`src/rtl/fft_stream_frame_pkg.sv`:
```
// Shared definitions for the fft_stream_frame slice: FSM state encoding,
// default geometry constants and the bit-reverse index helper.
package fft_pkg;

  typedef enum logic [1:0] {
    FILL  = 2'd0,
    RUN   = 2'd1,
    DRAIN = 2'd2
  } state_t;

  localparam int DEF_N       = 16;
  localparam int DEF_Q       = 8;
  localparam int DEF_POINTS  = 16;
  localparam int DEF_TIMEOUT = 256;
  localparam int MAX_LOG2    = 10;

  // Reverse the low 'bits' bits of v; upper bits of the result are zero.
  function automatic logic [MAX_LOG2-1:0] bit_rev(input logic [MAX_LOG2-1:0] v,
                                                  input int unsigned bits);
    logic [MAX_LOG2-1:0] r;
    logic [3:0]          src;
    r = '0;
    for (int i = 0; i < MAX_LOG2; i++) begin
      if (i < int'(bits)) begin
        src  = 4'(int'(bits) - 1 - i);
        r[i] = v[src];
      end
    end
    return r;
  endfunction

endpackage

```
`src/rtl/fft_stream_frame_if.sv`:
```
// Handshake and bus bundle between fft_stream_frame and its surroundings:
// serial sample input, parallel core buses, serial result output, status.
// The slave modport is the adapter; master is the source/core/sink side.
interface fft_stream_frame_if
  import fft_pkg::*;
#(
  parameter int N      = DEF_N,
  parameter int POINTS = DEF_POINTS
);
  localparam int IW = $clog2(POINTS);

  logic                   i_in_valid;
  logic                   o_in_ready;
  logic signed [N-1:0]    i_in_re;
  logic signed [N-1:0]    i_in_im;
  logic                   i_in_last;

  logic [POINTS*N-1:0]    o_core_re;
  logic [POINTS*N-1:0]    o_core_im;
  logic                   o_core_start;
  logic [POINTS*N-1:0]    i_core_re;
  logic [POINTS*N-1:0]    i_core_im;
  logic                   i_core_done;

  logic                   o_out_valid;
  logic                   i_out_ready;
  logic signed [N-1:0]    o_out_re;
  logic signed [N-1:0]    o_out_im;
  logic [IW-1:0]          o_out_idx;
  logic                   o_out_last;

  logic                   o_frame_err;
  logic                   o_timeout;

  modport slave (
    input  i_in_valid, i_in_re, i_in_im, i_in_last,
    input  i_core_re, i_core_im, i_core_done,
    input  i_out_ready,
    output o_in_ready, o_core_re, o_core_im, o_core_start,
    output o_out_valid, o_out_re, o_out_im, o_out_idx, o_out_last,
    output o_frame_err, o_timeout
  );

  modport master (
    output i_in_valid, i_in_re, i_in_im, i_in_last,
    output i_core_re, i_core_im, i_core_done,
    output i_out_ready,
    input  o_in_ready, o_core_re, o_core_im, o_core_start,
    input  o_out_valid, o_out_re, o_out_im, o_out_idx, o_out_last,
    input  o_frame_err, o_timeout
  );

endinterface

```
`src/rtl/fft_stream_frame_buf.sv`:
```
// fft_frame_buf: POINTS complex samples held as flat re/im registers.
// Supports a single indexed write or a whole-frame parallel load (load wins),
// and exposes the full contents on flat read buses. Cleared on reset.
module fft_frame_buf
  import fft_pkg::*;
#(
  parameter int N      = DEF_N,
  parameter int POINTS = DEF_POINTS
)(
  input  logic                      clk,
  input  logic                      rst,
  input  logic                      wr_en,
  input  logic [$clog2(POINTS)-1:0] wr_idx,
  input  logic signed [N-1:0]       wr_re,
  input  logic signed [N-1:0]       wr_im,
  input  logic                      ld_en,
  input  logic [POINTS*N-1:0]       ld_re,
  input  logic [POINTS*N-1:0]       ld_im,
  output logic [POINTS*N-1:0]       rd_re,
  output logic [POINTS*N-1:0]       rd_im
);

  logic [POINTS*N-1:0] mem_re;
  logic [POINTS*N-1:0] mem_im;

  // Sample storage: parallel load takes priority over the indexed write.
  always_ff @(posedge clk) begin
    if (rst) begin
      mem_re <= '0;
      mem_im <= '0;
    end else if (ld_en) begin
      mem_re <= ld_re;
      mem_im <= ld_im;
    end else if (wr_en) begin
      mem_re[int'(wr_idx)*N +: N] <= wr_re;
      mem_im[int'(wr_idx)*N +: N] <= wr_im;
    end
  end

  assign rd_re = mem_re;
  assign rd_im = mem_im;

endmodule

```
`src/rtl/fft_stream_frame.sv`:
```
// fft_stream_frame: serial <-> parallel adapter around a POINTS-point FFT core.
// FILL collects one frame, RUN waits for the core (with a timeout watchdog),
// DRAIN streams the captured result out with bin index and last marker.
// Build option FFT_BITREV_EN: the core result is taken to be in bit-reversed
// order and is reordered so the output stream is in natural bin order.
module fft_stream_frame
  import fft_pkg::*;
#(
  parameter int N       = DEF_N,
  parameter int Q       = DEF_Q,
  parameter int POINTS  = DEF_POINTS,
  parameter int TIMEOUT = DEF_TIMEOUT
)(
  input logic i_clk,
  input logic i_rst,
  fft_stream_frame_if.slave bus
);

  localparam int IW = $clog2(POINTS);
  localparam logic [IW-1:0] LAST_IDX = IW'(POINTS - 1);
  localparam logic [15:0]   TO_LAST  = 16'(TIMEOUT - 1);

  if (POINTS < 4 || POINTS > 1024 || (POINTS & (POINTS - 1)) != 0 ||
      Q < 0 || Q >= N || TIMEOUT < 1 || TIMEOUT > 65535) begin : g_cfg_check
    $error("fft_stream_frame: unsupported parameter set");
  end

  state_t              state;
  logic [IW-1:0]       wr_cnt;
  logic [IW-1:0]       rd_cnt;
  logic [15:0]         tcnt;
  logic                core_start;
  logic                frame_err;
  logic                timeout_pulse;
  logic                out_valid;
  logic                out_last;
  logic signed [N-1:0] out_re;
  logic signed [N-1:0] out_im;

  logic                in_hs;
  logic                wr_final;
  logic                in_wr_en;
  logic                core_accept;
  logic [IW-1:0]       rd_nxt;
  logic [POINTS*N-1:0] ob_re;
  logic [POINTS*N-1:0] ob_im;

  // Buffer position holding output bin k.
  function automatic logic [IW-1:0] src_pos(input logic [IW-1:0] k);
`ifdef FFT_BITREV_EN
    logic [MAX_LOG2-1:0] r;
    r = bit_rev(MAX_LOG2'(k), IW);
    return r[IW-1:0];
`else
    return k;
`endif
  endfunction

  // One sample out of a flat POINTS*N bus.
  function automatic logic signed [N-1:0] pick(input logic [POINTS*N-1:0] flat,
                                               input logic [IW-1:0] pos);
    return flat[int'(pos)*N +: N];
  endfunction

  assign in_hs       = bus.i_in_valid && (state == FILL);
  assign wr_final    = (wr_cnt == LAST_IDX);
  // A premature last discards the frame, so that sample is not stored.
  assign in_wr_en    = in_hs && (wr_final || !bus.i_in_last);
  // The start cycle itself never accepts done.
  assign core_accept = (state == RUN) && bus.i_core_done && !core_start;
  assign rd_nxt      = rd_cnt + 1'b1;

  fft_frame_buf #(.N(N), .POINTS(POINTS)) u_in_buf (
    .clk    (i_clk),
    .rst    (i_rst),
    .wr_en  (in_wr_en),
    .wr_idx (wr_cnt),
    .wr_re  (bus.i_in_re),
    .wr_im  (bus.i_in_im),
    .ld_en  (1'b0),
    .ld_re  ('0),
    .ld_im  ('0),
    .rd_re  (bus.o_core_re),
    .rd_im  (bus.o_core_im)
  );

  fft_frame_buf #(.N(N), .POINTS(POINTS)) u_out_buf (
    .clk    (i_clk),
    .rst    (i_rst),
    .wr_en  (1'b0),
    .wr_idx ('0),
    .wr_re  ('0),
    .wr_im  ('0),
    .ld_en  (core_accept),
    .ld_re  (bus.i_core_re),
    .ld_im  (bus.i_core_im),
    .rd_re  (ob_re),
    .rd_im  (ob_im)
  );

  // Frame control FSM with registered status and output-stream registers.
  always_ff @(posedge i_clk) begin
    if (i_rst) begin
      state         <= FILL;
      wr_cnt        <= '0;
      rd_cnt        <= '0;
      tcnt          <= '0;
      core_start    <= 1'b0;
      frame_err     <= 1'b0;
      timeout_pulse <= 1'b0;
      out_valid     <= 1'b0;
      out_last      <= 1'b0;
      out_re        <= '0;
      out_im        <= '0;
    end else begin
      core_start    <= 1'b0;
      frame_err     <= 1'b0;
      timeout_pulse <= 1'b0;
      case (state)
        FILL: begin
          if (in_hs) begin
            if (wr_final) begin
              wr_cnt     <= '0;
              tcnt       <= '0;
              core_start <= 1'b1;
              frame_err  <= !bus.i_in_last;
              state      <= RUN;
            end else if (bus.i_in_last) begin
              wr_cnt    <= '0;
              frame_err <= 1'b1;
            end else begin
              wr_cnt <= wr_cnt + 1'b1;
            end
          end
        end
        RUN: begin
          tcnt <= tcnt + 1'b1;
          if (core_accept) begin
            rd_cnt    <= '0;
            out_valid <= 1'b1;
            out_last  <= 1'b0;
            out_re    <= pick(bus.i_core_re, src_pos('0));
            out_im    <= pick(bus.i_core_im, src_pos('0));
            state     <= DRAIN;
          end else if (tcnt == TO_LAST) begin
            timeout_pulse <= 1'b1;
            state         <= FILL;
          end
        end
        DRAIN: begin
          if (bus.i_out_ready) begin
            if (rd_cnt == LAST_IDX) begin
              rd_cnt    <= '0;
              out_valid <= 1'b0;
              out_last  <= 1'b0;
              state     <= FILL;
            end else begin
              rd_cnt   <= rd_nxt;
              out_last <= (rd_nxt == LAST_IDX);
              out_re   <= pick(ob_re, src_pos(rd_nxt));
              out_im   <= pick(ob_im, src_pos(rd_nxt));
            end
          end
        end
        default: state <= FILL;
      endcase
    end
  end

  assign bus.o_in_ready   = (state == FILL);
  assign bus.o_core_start = core_start;
  assign bus.o_out_valid  = out_valid;
  assign bus.o_out_re     = out_re;
  assign bus.o_out_im     = out_im;
  assign bus.o_out_idx    = rd_cnt;
  assign bus.o_out_last   = out_last;
  assign bus.o_frame_err  = frame_err;
  assign bus.o_timeout    = timeout_pulse;

endmodule

```
`src/flat_wrapper.sv`:
```
// flat-port wrapper written by rule: the top's interface ports become plain ports
module fft_stream_frame_flat import fft_pkg::*;
#(
  parameter int N       = DEF_N,
  parameter int Q       = DEF_Q,
  parameter int POINTS  = DEF_POINTS,
  parameter int TIMEOUT = DEF_TIMEOUT
)
  (i_clk, i_rst, bus_i_in_valid, bus_i_in_re, bus_i_in_im, bus_i_in_last, bus_i_core_re, bus_i_core_im, bus_i_core_done, bus_i_out_ready, bus_o_in_ready, bus_o_core_re, bus_o_core_im, bus_o_core_start, bus_o_out_valid, bus_o_out_re, bus_o_out_im, bus_o_out_idx, bus_o_out_last, bus_o_frame_err, bus_o_timeout);
  fft_stream_frame_if #(.N(N), .POINTS(POINTS)) bus_i ();
  input logic i_clk;
  input logic i_rst;
  input wire logic [$bits(bus_i.i_in_valid)-1:0] bus_i_in_valid;
  input wire logic [$bits(bus_i.i_in_re)-1:0] bus_i_in_re;
  input wire logic [$bits(bus_i.i_in_im)-1:0] bus_i_in_im;
  input wire logic [$bits(bus_i.i_in_last)-1:0] bus_i_in_last;
  input wire logic [$bits(bus_i.i_core_re)-1:0] bus_i_core_re;
  input wire logic [$bits(bus_i.i_core_im)-1:0] bus_i_core_im;
  input wire logic [$bits(bus_i.i_core_done)-1:0] bus_i_core_done;
  input wire logic [$bits(bus_i.i_out_ready)-1:0] bus_i_out_ready;
  output wire logic [$bits(bus_i.o_in_ready)-1:0] bus_o_in_ready;
  output wire logic [$bits(bus_i.o_core_re)-1:0] bus_o_core_re;
  output wire logic [$bits(bus_i.o_core_im)-1:0] bus_o_core_im;
  output wire logic [$bits(bus_i.o_core_start)-1:0] bus_o_core_start;
  output wire logic [$bits(bus_i.o_out_valid)-1:0] bus_o_out_valid;
  output wire logic [$bits(bus_i.o_out_re)-1:0] bus_o_out_re;
  output wire logic [$bits(bus_i.o_out_im)-1:0] bus_o_out_im;
  output wire logic [$bits(bus_i.o_out_idx)-1:0] bus_o_out_idx;
  output wire logic [$bits(bus_i.o_out_last)-1:0] bus_o_out_last;
  output wire logic [$bits(bus_i.o_frame_err)-1:0] bus_o_frame_err;
  output wire logic [$bits(bus_i.o_timeout)-1:0] bus_o_timeout;
  assign bus_i.i_in_valid = bus_i_in_valid;
  assign bus_i.i_in_re = bus_i_in_re;
  assign bus_i.i_in_im = bus_i_in_im;
  assign bus_i.i_in_last = bus_i_in_last;
  assign bus_i.i_core_re = bus_i_core_re;
  assign bus_i.i_core_im = bus_i_core_im;
  assign bus_i.i_core_done = bus_i_core_done;
  assign bus_i.i_out_ready = bus_i_out_ready;
  assign bus_o_in_ready = bus_i.o_in_ready;
  assign bus_o_core_re = bus_i.o_core_re;
  assign bus_o_core_im = bus_i.o_core_im;
  assign bus_o_core_start = bus_i.o_core_start;
  assign bus_o_out_valid = bus_i.o_out_valid;
  assign bus_o_out_re = bus_i.o_out_re;
  assign bus_o_out_im = bus_i.o_out_im;
  assign bus_o_out_idx = bus_i.o_out_idx;
  assign bus_o_out_last = bus_i.o_out_last;
  assign bus_o_frame_err = bus_i.o_frame_err;
  assign bus_o_timeout = bus_i.o_timeout;
  fft_stream_frame #(.N(N), .Q(Q), .POINTS(POINTS), .TIMEOUT(TIMEOUT)) u_core (.i_clk(i_clk), .i_rst(i_rst), .bus(bus_i));
endmodule
```
`config.mk`:
```
export PLATFORM = sky130hd
export DESIGN_NAME = fft_stream_frame_flat
export DESIGN_NICKNAME = d
export VERILOG_FILES = /design/src/rtl/fft_stream_frame_pkg.sv /design/src/rtl/fft_stream_frame_if.sv /design/src/rtl/fft_stream_frame_buf.sv /design/src/rtl/fft_stream_frame.sv /design/src/flat_wrapper.sv
export SDC_FILE = /design/constraint.sdc
export NUM_CORES = 2
export LEC_CHECK = 0
export BUFFER_PORTS_ARGS = -buffer_cell sky130_fd_sc_hd__buf_2
export CORE_AREA = 2 2 427 429
export CTS_BUF_LIST = sky130_fd_sc_hd__clkbuf_8
export DETAILED_ROUTE_END_ITERATION = 10
export DIE_AREA = 0 0 429 431
export SETUP_SLACK_MARGIN = 0.1
export SLEW_MARGIN = 25
export SYNTH_ARGS = -nofsm -noshare
export SYNTH_HDL_FRONTEND = slang
export SYNTH_SLANG_ARGS = --single-unit
```
`constraint.sdc`:
```
create_clock -name i_clk -period 4.1 [get_ports i_clk]
set_clock_uncertainty 0.2 [all_clocks]
set_input_delay 0.41 -clock i_clk [delete_from_list [all_inputs] [get_ports i_clk]]
set_output_delay 0.41 -clock i_clk [all_outputs]
set_load 0.005 [all_outputs]
```
==> results by group <==
Timing
  • Relative slew margins: 0.262
  • RSZ-0062 raised after global routing: false
  • Final setup TNS: 0 ns
  • Fmax: approximately 260 MHz
  • Final setup vio count: 0
  • Worst slew pin tran: approximately 1.1 ns
  • Period utilization: 0.921
  • Tmin final: roughly 3.8 ns
  • Max-slew violations: 0
  • Fin. Hold Viols: 0

Worst setup path
  • CP Depth: 9
  • Critical path class: reg -> reg
  • Worst Setup Start Kind: register
  • Slowest stage delay, CP: 0.81 ns
  • CP Data Required Time: ~4.6 ns
  • CP max-delay cell: a211o_1
  • Reg2reg path depth: 9
  • Worst path most repeated cell: ha_1
  • CP Buf/Inv Count: 1
  • Worst reg2reg setup slack: 0.32 ns
  • Max FO, Critical Path: 32
  • CP delay by family, top: simple AND/OR/NAND/NOR gates
  • Critical path endpoint category: register
  • CP Data Arrival Time: around 4.3 ns
  • Critical path cell sequence: ha_1 -> and3_1 -> inv_1 -> ha_1 -> nor4b_4 -> nand4_2 -> a211o_1 -> nand2_1 -> a21oi_1

Routing
  • Via count: between 40000 and 50000
  • Vias per cell: 5.13
  • WL final: approximately 230 mm
  • 1st-pass router iterations: 6
  • DRT iter0 DRCs: about 5000
  • Routed Antenna Nets: 0
  • WL per Instance: around 24 microns
  • DR DRC count: 0

Synthesis
  • Most used DFF post-synth: dfxtp_1
  • EDFF count, synth: 0
  • Ys Warns: 0
  • Avg Cell Area, Syn: between 8 and 9 sq um
  • Yosys reg bits: about 1100
  • Synth cell types: 59
  • Seq/Total Area, Yosys: 0.504
  • Netlist Area Pre-Place: between 40000 and 50000 sq um
  • Syn Inst Count: ~5200
  • Mapped Nets: 5729
  • FFs w/ async S/R, synth: 0

Floorplanning
  • Die Height: ~430 microns
  • Chip width: 429 microns
  • Top Ports: 1104
  • Die footprint: roughly 180000 sq um
  • Num rows: between 150 and 200
  • Core box area: approximately 180000 sq um
  • Initial Util: 0.240

Finish
  • Area Growth Syn to Fin: 50.8%
  • Share of layout cells above drive strength 1: 0.241
  • Finished Layout Cells: between 9000 and 10000
  • Most common cell after layout, fill and taps aside: nand2_1
  • Final #Nets: 7646
  • Commonest non-fill, non-tap cells in the layout: 1441 x nand2_1, 1102 x buf_2, 1085 x dfxtp_1
  • Final core area utilization: 0.362
  • Area of all placed cells without fillers: roughly 65000 sq um

CTS
  • Worst skew pair latency: 0.95 ns
  • Clock-pin slew on the worst setup and hold paths: around 0.06 ns
  • CTS Sinks: about 1100
  • Clock Path Buffers: 3
  • CTS buffer count: between 150 and 200
  • CTS tree: done
  • Post-cts resize count: 0
  • Clock root cell: clkbuf_8
  • CTS H-tree depth: 4

Placed design
  • Placed Area: a little over 50000 sq um
  • Port bufs: roughly 1100
  • DPL Wire Length: 145 mm
  • GP Congestion: slightly below 0.9
  • Placed Cells incl. Taps: 8259

Global routing
  • Vias in the first global route: between 40000 and 50000
  • Global-route wire length before repair: about 330 mm
  • Initial antenna violation count: 42
  • Tot GR Track Use: 0.238
  • Total gr overflow: 0
  • Largest net degree at the start of global routing: 178

Worst hold path
  • Worst Hold Class: in -> reg
  • Hold path depth: 4

Pwr
  • PwrDens: approximately 350 nW/um^2
  • Worst VDD drop: about 0.28 mV
  • Static Leak: approximately 25 nW

Run
  • # Max-Cap Violations: 0

Status
  • Status: completed
==> power breakdown <==
group / switching (mW) / internal, mW / total [mW]
combinational: 0.969 / 0.900 / 1.87
clock: 4.84 / 5.29 / 10.1
sequential: 0.00982 / 10.6 / 10.6
total: 5.82 / 16.8 / 22.6
==> stage by stage <==
step | total power, mW | hold slack [ns] | setup WS, ns
after global routing | 23.2 | 0.0485 | 0.119
after CTS | 22.6 | 0.0000686 | 0.344
after global placement | 11.9 | 0.234 | 0.546
after floorplan | 11.2 | 0.233 | 0.826
final | 22.6 | 0.108 | 0.322
after detailed placement | 11.9 | 0.241 | 0.416
==> cell families after synthesis <==
kind of cell    count (synthesis)  synth area share
simple gates                 2173             0.213
compound gates               1175             0.146
flops                        1087             0.504
buf+inv                       517            0.0473
mux                           192            0.0834
xor+xnor                       17           0.00362
fa+ha+maj                       9           0.00261
==> tightest hold or removal path, cell delays in order <==
cell and delay [ns]:
dlygate4sd3_1 0.52, buf_2 0.14, nand2_1 0.06, a21oi_1 0.05
==> state kept, by name (all words and copies together), names as in the netlist, 16 cells and up <==
register,flops
u_core.bus.o_out_im,16
u_core.bus.o_out_re,16
u_core.tcnt,16
u_core.u_in_buf.rd_im,256
u_core.u_in_buf.rd_re,256
u_core.u_out_buf.rd_im,256
u_core.u_out_buf.rd_re,256
==> Yosys cell counts, types with 7 or more instances <==
| cell | count | area share |
|---|---|---|
| nand2_1 | 1441 | 0.13 |
| dfxtp_1 | 1087 | 0.50 |
| a21oi_1 | 954 | 0.11 |
| clkbuf_1 | 421 | 0.037 |
| nand3_1 | 360 | 0.042 |
| nor2_1 | 159 | 0.014 |
| mux4_2 | 128 | 0.067 |
| o21ai_0 | 99 | 0.011 |
| buf_2 | 69 | 0.0080 |
| nand4_1 | 68 | 0.0099 |
| mux2_2 | 64 | 0.017 |
| nand3b_1 | 49 | 0.0085 |
| nor3_1 | 38 | 0.0044 |
| a22oi_1 | 34 | 0.0059 |
| a211oi_1 | 33 | 0.0057 |
| a222oi_1 | 32 | 0.0074 |
| buf_1 | 16 | 0.0014 |
| or3_1 | 13 | 0.0019 |
| nor4_1 | 12 | 0.0017 |
| xor2_1 | 12 | 0.0024 |
| ha_1 | 9 | 0.0026 |
| inv_1 | 7 | 0.00061 |
==> area by class of cell <==
type | instances | area [sq um]
diodes | 42 | 105
clock buffers | 225 | 3100
clock inverters | 104 | 644
fillers | 17500 | 115000
inverters | 8 | 30.0
multi-input cells | 3566 | 19600
flip-flops and latches | 1087 | 21800
well taps | 2370 | 2970
repair buffers | 2236 | 16900
==> final timing paths <==
kind,startpoint,to
worst max-delay path,u_core.wr_cnt[1],u_core.u_in_buf.rd_im[40]
worst max register to register,u_core.wr_cnt[1],u_core.u_in_buf.rd_im[40]
worst min-delay path,bus_i_core_re[89],u_core.u_out_buf.rd_re[89]
worst min register to register,u_core.u_in_buf.rd_re[104],u_core.u_in_buf.rd_re[104]
==> layer usage <==
metal | vias up | share of wire | track usage
met3 | 1003 | 0.089 | 0.0624
met2 | 3296 | 0.48 | 0.399
li1 | 21600 | - | -
met4 | 8 | 0.079 | 0.171
met1 | 23500 | 0.35 | 0.261
met5 | - | 0.00024 | 0
==> repair_timing <==
item | CTS | global route
endpoints found under the setup margin | 0 | 9
hold endpoints to repair | 1045 | 0
hold buffers | 1007 | 0
buffers inserted | 0 | 1
Power figures use the tool's default switching activity.
